**config.mk**
```make
export PLATFORM = sky130hd
export DESIGN_NAME = prog_mod_cnt
export DESIGN_NICKNAME = d
export VERILOG_FILES = /design/src/rtl/prog_mod_cnt_pkg.sv /design/src/rtl/prog_mod_cnt_tick_gen.sv /design/src/rtl/prog_mod_cnt.sv
export SDC_FILE = /design/constraint.sdc
export NUM_CORES = 1
export LEC_CHECK = 0
export CAP_MARGIN = 40
export CORE_MARGIN = 2
export CORE_UTILIZATION = 59
export DETAILED_ROUTE_END_ITERATION = 8
export PLACE_DENSITY = 0.86
export SLEW_MARGIN = 20
export SYNTH_ARGS = -nofsm -noshare
export SYNTH_HDL_FRONTEND = slang
export SYNTH_SLANG_ARGS = --single-unit
```
**constraint.sdc**
```tcl
create_clock -name clk -period 8.84 [get_ports clk]
set_clock_uncertainty 0.15 [all_clocks]
set_input_delay 1.768 -clock clk [delete_from_list [all_inputs] [get_ports clk]]
set_output_delay 1.768 -clock clk [all_outputs]
set_load 0.01 [all_outputs]
```
**src/rtl/prog_mod_cnt_pkg.sv**
```systemverilog
// Shared constants for the programmable modulo counter and its cascades
// (direction encodings, 50 MHz clock timing, default geometry).
package prog_mod_cnt_pkg;

    localparam logic CNT_UP = 1'b1;
    localparam logic CNT_DN = 1'b0;

    // 50 MHz reference clock
    localparam int unsigned TCK_NS      = 20;
    localparam logic [31:0] ONE_SEC_NUM = 32'd50000000;

    localparam int unsigned DEF_DIV_W = 32;
    localparam int unsigned DEF_CNT_W = 6;
    localparam int unsigned DEF_MOD   = 60;

endpackage

```
**src/rtl/prog_mod_cnt_tick_gen.sv**
```systemverilog
// Tick divider: counts enabled cycles and flags the terminal cycle of each
// num-cycle period; clr restarts the period.
module tick_gen
    import prog_mod_cnt_pkg::*;
#(
    parameter int unsigned DIV_W = DEF_DIV_W
) (
    input  logic             clk,
    input  logic             rst,
    input  logic             en,
    input  logic             clr,
    input  logic [DIV_W-1:0] num,
    output logic             term
);

    logic [DIV_W-1:0] div_cnt;

    // >= so that lowering num mid-period terminates on the next enabled edge
    always_comb begin
        term = 1'b0;
        if (en) begin
            term = (num <= DIV_W'(1)) || (div_cnt >= (num - DIV_W'(1)));
        end
    end

    always_ff @(posedge clk) begin
        if (rst || clr) begin
            div_cnt <= '0;
        end else if (term) begin
            div_cnt <= '0;
        end else if (en) begin
            div_cnt <= div_cnt + DIV_W'(1);
        end
    end

endmodule

```
**src/rtl/prog_mod_cnt.sv**
```systemverilog
// Programmable tick generator plus modulo-MOD up/down counter with load;
// carry pulses on wrap and is meant to drive the next stage's en.
module prog_mod_cnt
    import prog_mod_cnt_pkg::*;
#(
    parameter int unsigned DIV_W = DEF_DIV_W,
    parameter int unsigned CNT_W = DEF_CNT_W,
    parameter int unsigned MOD   = DEF_MOD
) (
    input  logic             clk,
    input  logic             rst,
    input  logic             en,
    input  logic [DIV_W-1:0] num,
    input  logic             up_dn,
    input  logic             load,
    input  logic [CNT_W-1:0] load_val,
    output logic [CNT_W-1:0] out,
    output logic             tick,
    output logic             carry
);

    localparam logic [CNT_W-1:0] MAX_VAL = CNT_W'(MOD - 1);

    logic             term;
    logic [CNT_W-1:0] load_clamped;
    logic [CNT_W-1:0] next_out;
    logic             next_wrap;

    tick_gen #(
        .DIV_W (DIV_W)
    ) u_tick_gen (
        .clk  (clk),
        .rst  (rst),
        .en   (en),
        .clr  (load),
        .num  (num),
        .term (term)
    );

    // Load clamp and wrap-around successor for the current direction
    always_comb begin
        load_clamped = (load_val > MAX_VAL) ? MAX_VAL : load_val;
        next_out     = out;
        next_wrap    = 1'b0;
        if (up_dn == CNT_UP) begin
            next_wrap = (out == MAX_VAL);
            next_out  = next_wrap ? '0 : out + CNT_W'(1);
        end else begin
            next_wrap = (out == '0);
            next_out  = next_wrap ? MAX_VAL : out - CNT_W'(1);
        end
    end

    always_ff @(posedge clk) begin
        if (rst) begin
            out   <= '0;
            tick  <= 1'b0;
            carry <= 1'b0;
        end else if (load) begin
            out   <= load_clamped;
            tick  <= 1'b0;
            carry <= 1'b0;
        end else if (term) begin
            out   <= next_out;
            tick  <= 1'b1;
            carry <= next_wrap;
        end else begin
            tick  <= 1'b0;
            carry <= 1'b0;
        end
    end

endmodule

```
== Word level (Yosys, flattened, before mapping) ==
Index checks and enable logic that the tools add are counted.

* Bits in registers: 40
* Input port bits: 43
* Output and inout bits: 8
* Logic and storage cells: 29

* Add/sub/neg operators: 4
* Magnitude comparators: 3
* Eq/ne operators: 1
* Muxes and demuxes: 9
* Bitwise logic cells: 1
* Reductions and logical operators: 7

{| class="wikitable"
|+ Operator list
! kind !! number
|-
| 6-bit 2-to-1 mux || 6
|-
| 32-bit by 1-bit adder with 32-bit output (second input constant) || 1
|-
| 32-bit >= comparator || 1
|-
| 32-bit by 1-bit less-or-equal comparator with 1-bit output (second input constant) || 1
|-
| 32-bit by 1-bit subtractor with 32-bit output (second input constant) || 1
|-
| 6-bit by 1-bit adder with 6-bit output (second input constant) || 1
|-
| 6-bit equality test (second input constant) || 1
|-
| 6-bit > comparator (second input constant) || 1
|-
| 6-bit logical NOT || 1
|-
| 6-bit by 1-bit subtractor with 6-bit output (second input constant) || 1
|-
| 2-bit OR reduction || 2
|-
| 1-bit 2-to-1 mux || 3
|-
| 3-bit OR reduction || 1
|-
| 1-bit logical OR || 2
|-
| 2-bit nonzero test || 1
|-
| 1-bit inverter || 1
|}

== Depth between registers and ports, before layout ==
Gate-level depths: netlist of the first run.

* Depth after elaboration: 6
* Mapped depth: 18
* Depth with buffers taken out: 16

== By module ==
From an unflattened synthesis of the first run, not the netlist that was laid out.

* Cells, all modules: 469
* Area, all modules: 3669.8 sq um

{| class="wikitable"
|+ Modules (own cells, without submodules)
! module !! instances !! cells an instance !! area an instance (sq um) !! sequential area each (sq um)
|-
| tick_gen || 1 || 382 || 2997.9 || 640.6
|-
| prog_mod_cnt || 1 || 87 || 671.9 || 160.2
|}

== Worst setup path after synthesis of the first run ==
No wires, ideal clock.

* Kind: input port to flip-flop
* Start point: input port num[15]
* End point: register out[3]
* Setup time: 58 ps
* Data arrival time: 5032 ps
* Required time: 8632 ps
* Slack: 3600 ps
* Stages on the path: 13
* Path buffers: 0
* Cell sequence: or4_4 -> or4_4 -> nor2_1 -> nand2_1 -> nor3_1 -> xnor2_1 -> ha_1 -> and4_1 -> a221o_1 -> a211o_2 -> or2_2 -> a221oi_2 -> o21ba_1

* Word-level cells in the longest chain between the ends: 5
* Elaborated cells between the ends (all ways): 6
* Those cells by class: add/sub: 1; order compare: 2; mux: 1; reduce/logical: 2

{| class="wikitable"
|+ RTL lines
! element !! line !! RTL
|-
| start, declared || prog_mod_cnt.sv:13 || <nowiki>input logic [DIV_W-1:0] num,</nowiki>
|-
| 32-bit by 1-bit subtractor with 32-bit output || prog_mod_cnt_tick_gen.sv:22 || <nowiki>term = (num <= DIV_W'(1)) || (div_cnt >= (num - DIV_W'(1)));</nowiki>
|-
| 32-bit >= comparator || prog_mod_cnt_tick_gen.sv:22 ||
|-
| 1-bit logical OR * || prog_mod_cnt_tick_gen.sv:22 ||
|-
| 1-bit 2-to-1 mux * || prog_mod_cnt_tick_gen.sv:21 || <nowiki>if (en) begin</nowiki>
|-
| 2-bit nonzero test (no source line) * || -- ||
|-
| end signal, assigned || prog_mod_cnt.sv:60 || <nowiki>out <= load_clamped;</nowiki>
|-
| end signal, assigned || prog_mod_cnt.sv:64 || <nowiki>out <= next_out;</nowiki>
|-
| end, declared || prog_mod_cnt.sv:17 || <nowiki>output logic [CNT_W-1:0] out,</nowiki>
|}

Every way passes the cells marked *; elsewhere a longest branch is shown, timed or not.
A chain may end at the register's enable or synchronous reset.

== Worst setup path after layout of the first run ==
* Start point: input port num[4]
* End point: register u_tick_gen.div_cnt[31]

* Word-level cells in the longest chain between the ends: 5
* Elaborated cells between the ends (all ways): 6
* Those cells by class: add/sub: 1; order compare: 2; mux: 1; reduce/logical: 2

{| class="wikitable"
|+ RTL lines
! element !! line !! RTL
|-
| 32-bit by 1-bit subtractor with 32-bit output || prog_mod_cnt_tick_gen.sv:22 ||
|-
| 32-bit >= comparator || prog_mod_cnt_tick_gen.sv:22 ||
|-
| 1-bit logical OR * || prog_mod_cnt_tick_gen.sv:22 ||
|-
| 1-bit 2-to-1 mux * || prog_mod_cnt_tick_gen.sv:21 ||
|-
| 2-bit OR reduction (no source line) * || -- ||
|-
| end signal, assigned || prog_mod_cnt_tick_gen.sv:32 || <nowiki>div_cnt <= div_cnt + DIV_W'(1);</nowiki>
|-
| end, declared || prog_mod_cnt_tick_gen.sv:16 || <nowiki>logic [DIV_W-1:0] div_cnt;</nowiki>
|}

Marks and branches as above.

==> results of run 1 <==
## cells in the mapped netlist, types with 2 or more instances
| master | count |
|---|---|
| o21ai_0 | 10 |
| and3b_1 | 3 |
| a211o_1 | 2 |
| and4_1 | 8 |
| nand4_1 | 15 |
| nor2b_1 | 5 |
| a32oi_1 | 2 |
| o2111ai_1 | 2 |
| nor4_1 | 7 |
| and2_1 | 2 |
| xnor2_1 | 31 |
| nand3_1 | 21 |
| a221o_1 | 2 |
| ha_1 | 38 |
| inv_1 | 12 |
| a21oi_1 | 16 |
| o31ai_1 | 2 |
| nand2b_1 | 3 |
| o22ai_1 | 2 |
| xor2_1 | 31 |
| a31oi_1 | 2 |
| and3_1 | 3 |
| nand2_1 | 36 |
| buf_2 | 3 |
| nor2_1 | 59 |
| or4_4 | 4 |
| or2_2 | 2 |
| clkbuf_1 | 6 |
| nor3_1 | 17 |
| mux2i_1 | 2 |
| dfxtp_1 | 40 |
## per-stage QoR
step	cell area, µm²	setup slack (ps)
after floorplan	3320	3600
after global placement	3850	2090
after detailed placement	3870	2210
after CTS	3970	2490
after global routing	3970	2000
final	3970	2500
## power groups by stage
stage / sequential, mW / clock [mW] / combinational (mW)
after global placement: 0.192 / 0 / 0.0774
after detailed placement: 0.192 / 0 / 0.0799
final: 0.188 / 0.150 / 0.0819
after floorplan: 0.190 / 0 / 0.0426
after CTS: 0.188 / 0.150 / 0.0814
after global routing: 0.189 / 0.157 / 0.0893
## metal layers
metal	vias to the layer above	share of wire [%]	GRT usage [%]
li1	1585	-	-
met1	1482	44	33.3
met2	92	50	48.5
met3	19	3.8	4.20
met4	0	2.3	11.4
met5	-	0	0
## how the worst max path moves through the flow
stage / slack, ps / cells after the start / startpoint / endpoint
after global routing: 2000 / 16 / num[4] / u_tick_gen.div_cnt[20]$_SDFFE_PP0P_
after global placement: 2090 / 14 / num[12] / u_tick_gen.div_cnt[16]$_SDFFE_PP0P_
after floorplan: 3600 / 13 / num[15] / out[3]$_SDFFE_PP0P_
after CTS: 2490 / 15 / num[12] / u_tick_gen.div_cnt[31]$_SDFFE_PP0P_
final: 2500 / 16 / num[4] / u_tick_gen.div_cnt[31]$_SDFFE_PP0P_
after detailed placement: 2210 / 15 / num[12] / u_tick_gen.div_cnt[31]$_SDFFE_PP0P_
## final cells by class
type                    count  area [µm²]  share of cell area [%]
clock buffers               6        72.6                    1.83
clock inverters             2        35.0                   0.882
inverters                  12        45.0                    1.13
multi-input cells         349        2410                    60.6
flip-flops and latches     40         801                    20.2
well taps                  72        90.1                    2.27
repair buffers             52         520                    13.1
## worst max-delay path, stage by stage
cell             delay, ps
clkdlybuf4s50_1        500
nor4_1                 500
and3b_1                320
nand2_1                170
nor2_1                 280
nand2_1                140
nor3_1                 190
xnor2_1                160
ha_1                   260
and4_1                 160
a221o_1                320
a211o_2                360
o21ai_2                430
nand2_1                460
buf_8                  300
nor2_1                 110
## cell families after synthesis
group | share of synthesized area (%)
flip-flops | 24.2
AND/OR/NAND/NOR | 28.3
adder cells (fa/ha/maj) | 14.3
AO/OA/AOI/OAI | 13.1
buffers and inverters | 3.17
multiplexers | 0.604
XOR/XNOR | 16.4
## state kept, by name, summed over array words and instances (netlist names)
register,count
tick,1
carry,1
u_tick_gen.div_cnt,32
out,6
==> impl_metrics.env, run 1 <==
export IMPL_die_w_um=79.0
export IMPL_most_common_layout_cells="nor2_1, clkdlybuf4s50_1, dfxtp_1"
export IMPL_hold_viol=0
export IMPL_via_per_inst=5.96
export IMPL_firstDrtPassIters=5
export IMPL_ys_warn_count=0
export IMPL_synth_seq_area_share_pct=24.2
export IMPL_ir_worst_vdd_mv=0.0846
export IMPL_cts_tree="done"
export IMPL_synth_top_area_share_pct=24.2
export IMPL_vias=3178
export IMPL_power_density_nw_per_um2=106
export IMPL_stdcell_count=533
export IMPL_routabilityCongestion=0.900
export IMPL_antenna_found_initial=0
export IMPL_final_util_pct=72.6
export IMPL_wl_per_cell_um=15.4
export IMPL_syn_area_per_cell_um2=8.03
export IMPL_endpoint_kind="register"
export IMPL_setup_viol=0
export IMPL_setup_worst_path_class="in -> reg"
export IMPL_cts_root_buf="clkbuf_8"
export IMPL_r2r_slack_ps=5620
export IMPL_port_buffer_count=50
export IMPL_grt_total_usage_pct=27.5
export IMPL_reg2reg_to="u_tick_gen.div_cnt[31]$_SDFFE_PP0P_"
export IMPL_p_sw_uw=112
export IMPL_leakage_nw=1.50
export IMPL_cts_num_sinks=40
export IMPL_worst_r2r_cell_count=10
export IMPL_seqPwrFrac_pct=44.7
export IMPL_clockBufferDepth=2
export IMPL_routed_wl_um=8200
export IMPL_synth_enable_flop_cells=0
export IMPL_drive_gt1_share_pct=4.34
export IMPL_layout_nets=541
export IMPL_hold_ws_ps=408
export IMPL_num_io_pins=51
export IMPL_finalPower_uw=420
export IMPL_grt_max_degree=19
export IMPL_ys_types=56
export IMPL_cts_setup_buffers=0
export IMPL_worst_ep_arrival_time_ps=6430
export IMPL_start_kind="input pin"
export IMPL_swShare_pct=26.6
export IMPL_cts_buffers_inserted=5
export IMPL_cp_required_ps=8930
export IMPL_die_y_um=79.0
export IMPL_diodes=0
export IMPL_power_internal_uw=308
export IMPL_yosysTopAreaCell="dfxtp_1"
export IMPL_tightest_slew_ps=816
export IMPL_hold_depth=2
export IMPL_fmax_ghz=0.158
export IMPL_pwr_share_comb_pct=19.5
export IMPL_dp_cells=525
export IMPL_grt_ovfl_total=0
export IMPL_postCtsHoldBufs=0
export IMPL_worstSkewPairLatency_ps=300
export IMPL_grt_pass1_vias=3085
export IMPL_synth_top_cells_by_area="dfxtp_1, ha_1, xnor2_1"
export IMPL_postRouteAntennaNets=0
export IMPL_grt_first_pass_wirelength_um=13800
export IMPL_layout_commonest_cell="nor2_1"
export IMPL_synth_nets=494
export IMPL_status="complete, no violations"
export IMPL_fin_crit_ps=6340
export IMPL_p_clk_share_pct=35.8
export IMPL_cts_resized=0
export IMPL_syn_area_um2=3320
export IMPL_min_to="u_tick_gen.div_cnt[31]$_SDFFE_PP0P_"
export IMPL_max_cap_violations=0
export IMPL_hp_class="reg -> reg"
export IMPL_r2r_start="u_tick_gen.div_cnt[0]$_SDFFE_PP0P_"
export IMPL_synthCells=413
export IMPL_synthFlopType="dfxtp_1"
export IMPL_min_from="u_tick_gen.div_cnt[31]$_SDFFE_PP0P_"
export IMPL_clkTransAtPathRegs_ps=80
export IMPL_rsz0062_at_grt="false"
export IMPL_async_flop_share_pct=0
export IMPL_remaining_drc_errors=0
export IMPL_drt_first_iter_violations=145
export IMPL_core_area_um2=5470
export IMPL_slew_headroom_pct=45.2
export IMPL_tns_ps=0
export IMPL_htree_levels=2
export IMPL_initial_core_util_pct=60.6
export IMPL_slew_violations=0
export IMPL_worstPathMaxFanout=18
export IMPL_synth_seq_cells=40
export IMPL_rows=27
export IMPL_finalCritPeriodShare_pct=71.8
export IMPL_fillers=452
export IMPL_place_hpwl_um=6300
export IMPL_dieArea_um2=6240
export IMPL_syn_to_final_growth_pct=19.8
Note: power is estimated with default switching activity, not from simulation.
==> run 2: changes to the inputs <==
--- a/config.mk
+++ b/config.mk
@@ -7,9 +7,9 @@
 export LEC_CHECK = 0
 export CAP_MARGIN = 40
 export CORE_MARGIN = 2
-export CORE_UTILIZATION = 59
+export CORE_UTILIZATION = 50
 export DETAILED_ROUTE_END_ITERATION = 8
-export PLACE_DENSITY = 0.86
+export PLACE_DENSITY = 0.78
 export SLEW_MARGIN = 20
 export SYNTH_ARGS = -nofsm -noshare
 export SYNTH_HDL_FRONTEND = slang
==> constraint.sdc (replaced) <==
create_clock -name clk -period 5.8 [get_ports clk]
set_clock_uncertainty 0.15 [all_clocks]
set_input_delay 1.16 -clock clk [delete_from_list [all_inputs] [get_ports clk]]
set_output_delay 1.16 -clock clk [all_outputs]
set_load 0.01 [all_outputs]
==> run 2 against run 1 <==
Power grew 51%. Global-route usage shrank 5.0 points. Critical path type unchanged. Clock power grew 51%. Critical endpoint is now u_tick_gen.div_cnt[30]$_SDFFE_PP0P_. Highest routed layer unchanged. Register-to-register slack lost 2700 ps. Critical path depth is the same. First-iteration DRC count grew 7.6%.
==> impl_metrics.env, run 2 (synthesized netlist as in run 1, its figures left out) <==
export IMPL_status="complete, no violations"
export IMPL_cp_required_ps=5880
export IMPL_drive_gt1_share_pct=4.55
export IMPL_clkTransAtPathRegs_ps=70
export IMPL_cts_tree="done"
export IMPL_firstDrtPassIters=4
export IMPL_drt_first_iter_violations=156
export IMPL_final_cell_area_um2=3980
export IMPL_postCtsHoldBufs=0
export IMPL_cts_num_sinks=40
export IMPL_setup_worst_path_class="in -> reg"
export IMPL_start_kind="input pin"
export IMPL_worstSkewPairLatency_ps=290
export IMPL_fmax_ghz=0.186
export IMPL_dieArea_um2=7300
export IMPL_routed_wl_um=8040
export IMPL_crit_start="num[6]"
export IMPL_grt_ovfl_total=0
export IMPL_vias=3176
export IMPL_initial_core_util_pct=51.9
export IMPL_cts_buffers_inserted=5
export IMPL_regMostFlops="u_tick_gen.div_cnt"
export IMPL_worst_r2r_cell_count=9
export IMPL_tns_ps=0
export IMPL_rows=29
export IMPL_layout_nets=542
export IMPL_register_area_um2=801
export IMPL_postRouteAntennaNets=0
export IMPL_grt_max_degree=32
export IMPL_die_w_um=85.4
export IMPL_slew_headroom_pct=43.1
export IMPL_num_io_pins=51
export IMPL_endpoint_kind="register"
export IMPL_routabilityCongestion=0.874
export IMPL_reg2reg_to="u_tick_gen.div_cnt[30]$_SDFFE_PP0P_"
export IMPL_tightest_slew_ps=847
export IMPL_htree_levels=2
export IMPL_largestRegisters="u_tick_gen.div_cnt (32), out (6)"
export IMPL_grt_total_usage_pct=22.6
export IMPL_largest_reg_flops=32
export IMPL_most_common_layout_cells="nor2_1, clkdlybuf4s50_1, dfxtp_1"
export IMPL_wl_per_cell_um=14.9
export IMPL_hp_class="reg -> reg"
export IMPL_syn_to_final_growth_pct=20.0
export IMPL_grt_first_pass_wirelength_um=13500
export IMPL_r2r_slack_ps=2960
export IMPL_port_buffer_count=50
export IMPL_max_cap_violations=0
export IMPL_cts_resized=0
export IMPL_power_density_nw_per_um2=160
export IMPL_placed_cell_area_um2=3870
export IMPL_hold_viol=0
export IMPL_remaining_drc_errors=0
export IMPL_cts_setup_buffers=0
export IMPL_worstPathMaxFanout=31
export IMPL_multiInputGateArea_um2=2410
export IMPL_cts_root_buf="clkbuf_8"
export IMPL_leakage_nw=1.50
export IMPL_finalCritPeriodShare_pct=92.5
export IMPL_place_hpwl_um=6330
export IMPL_die_y_um=85.4
export IMPL_rsz0062_at_grt="false"
export IMPL_clockBufferDepth=2
export IMPL_fin_crit_ps=5370
export IMPL_r2r_start="u_tick_gen.div_cnt[17]$_SDFFE_PP0P_"
export IMPL_ir_worst_vdd_mv=0.111
export IMPL_core_area_um2=6390
export IMPL_grt_pass1_vias=3104
export IMPL_slew_violations=0
export IMPL_worst_ep_arrival_time_ps=5440
export IMPL_diodes=0
export IMPL_antenna_found_initial=0
export IMPL_via_per_inst=5.89
export IMPL_fillers=576
export IMPL_setup_viol=0
export IMPL_crit_path_end="u_tick_gen.div_cnt[30]$_SDFFE_PP0P_"
export IMPL_layout_commonest_cell="nor2_1"
run 2: changes by cell type in the layout (fill, tap and decap cells not counted), sizes merged:
| cell | change |
|---|---|
| buf | +1 |
run 2: area by class of cell:
cell class,count,share of cell area (%)
multi-input combinational,349,60.5
sequential,40,20.1
timing repair buffer,53,13.1
tap,77,2.42
clock buffer,6,1.82
inverter,12,1.13
clock inverter,2,0.880
run 2: worst min-delay path by stage:
stage,startpoint,end,cells past startpoint
global placement,u_tick_gen.div_cnt[31]$_SDFFE_PP0P_,u_tick_gen.div_cnt[31]$_SDFFE_PP0P_,2
CTS,u_tick_gen.div_cnt[31]$_SDFFE_PP0P_,u_tick_gen.div_cnt[31]$_SDFFE_PP0P_,2
finish,u_tick_gen.div_cnt[31]$_SDFFE_PP0P_,u_tick_gen.div_cnt[31]$_SDFFE_PP0P_,2
global route,u_tick_gen.div_cnt[31]$_SDFFE_PP0P_,u_tick_gen.div_cnt[31]$_SDFFE_PP0P_,2
floorplan,u_tick_gen.div_cnt[31]$_SDFFE_PP0P_,u_tick_gen.div_cnt[31]$_SDFFE_PP0P_,2
detailed placement,u_tick_gen.div_cnt[31]$_SDFFE_PP0P_,u_tick_gen.div_cnt[31]$_SDFFE_PP0P_,2
run 2: critical path, cell delays in order:
cell             delay [ps]
clkdlybuf4s50_1         470
nor4_1                  520
and3b_1                 330
nand2_1                 170
nor2_1                  260
nand2_1                 120
nor3_1                  190
xnor2_1                 170
ha_1                    270
and4_1                  170
a221o_1                 320
a211o_2                 360
o21ai_2                 420
nand2_1                  90
buf_4                   260
nor2_1                  140
run 2: layer usage:
| metal | GRT usage [%] | part of all wire (%) | wire [µm] | vias up |
|---|---|---|---|---|
| met5 | 0 | 0 | 0 | - |
| met4 | 7.22 | 1.8 | 146 | 0 |
| met3 | 3.99 | 4.5 | 360 | 18 |
| met2 | 41.0 | 51 | 4080 | 93 |
| met1 | 26.7 | 43 | 3450 | 1487 |
| li1 | - | - | - | 1578 |
run 2: stage by stage:
step,instances,hold slack [ps],utilization [%],total power [mW],worst slack (ps)
after global routing,539,445,62.3,0.662,139
after detailed placement,531,361,60.6,0.415,167
after floorplan,413,335,-,0.355,1170
final,539,387,62.3,0.636,434
after global placement,530,365,60.6,0.411,334
after CTS,539,388,62.3,0.638,433
run 2: report_power, final:
part / switching (mW) / internal (mW) / total, mW / leakage [nW]
Clock: 0.0986 / 0.128 / 0.226 / 0.0552
Combinational: 0.0600 / 0.0635 / 0.123 / 1.12
Sequential: 0.00835 / 0.278 / 0.286 / 0.324
Total: 0.167 / 0.469 / 0.636 / 1.50
==> run 3: changes to the inputs <==
--- a/config.mk
+++ b/config.mk
@@ -9,6 +9,7 @@
 export CORE_MARGIN = 2
 export CORE_UTILIZATION = 50
 export DETAILED_ROUTE_END_ITERATION = 8
+export HOLD_SLACK_MARGIN = 0.05
 export PLACE_DENSITY = 0.78
 export SLEW_MARGIN = 20
 export SYNTH_ARGS = -nofsm -noshare
==> results of run 3 <==
The final DEF is identical to that of run 2; final timing and power are the same.
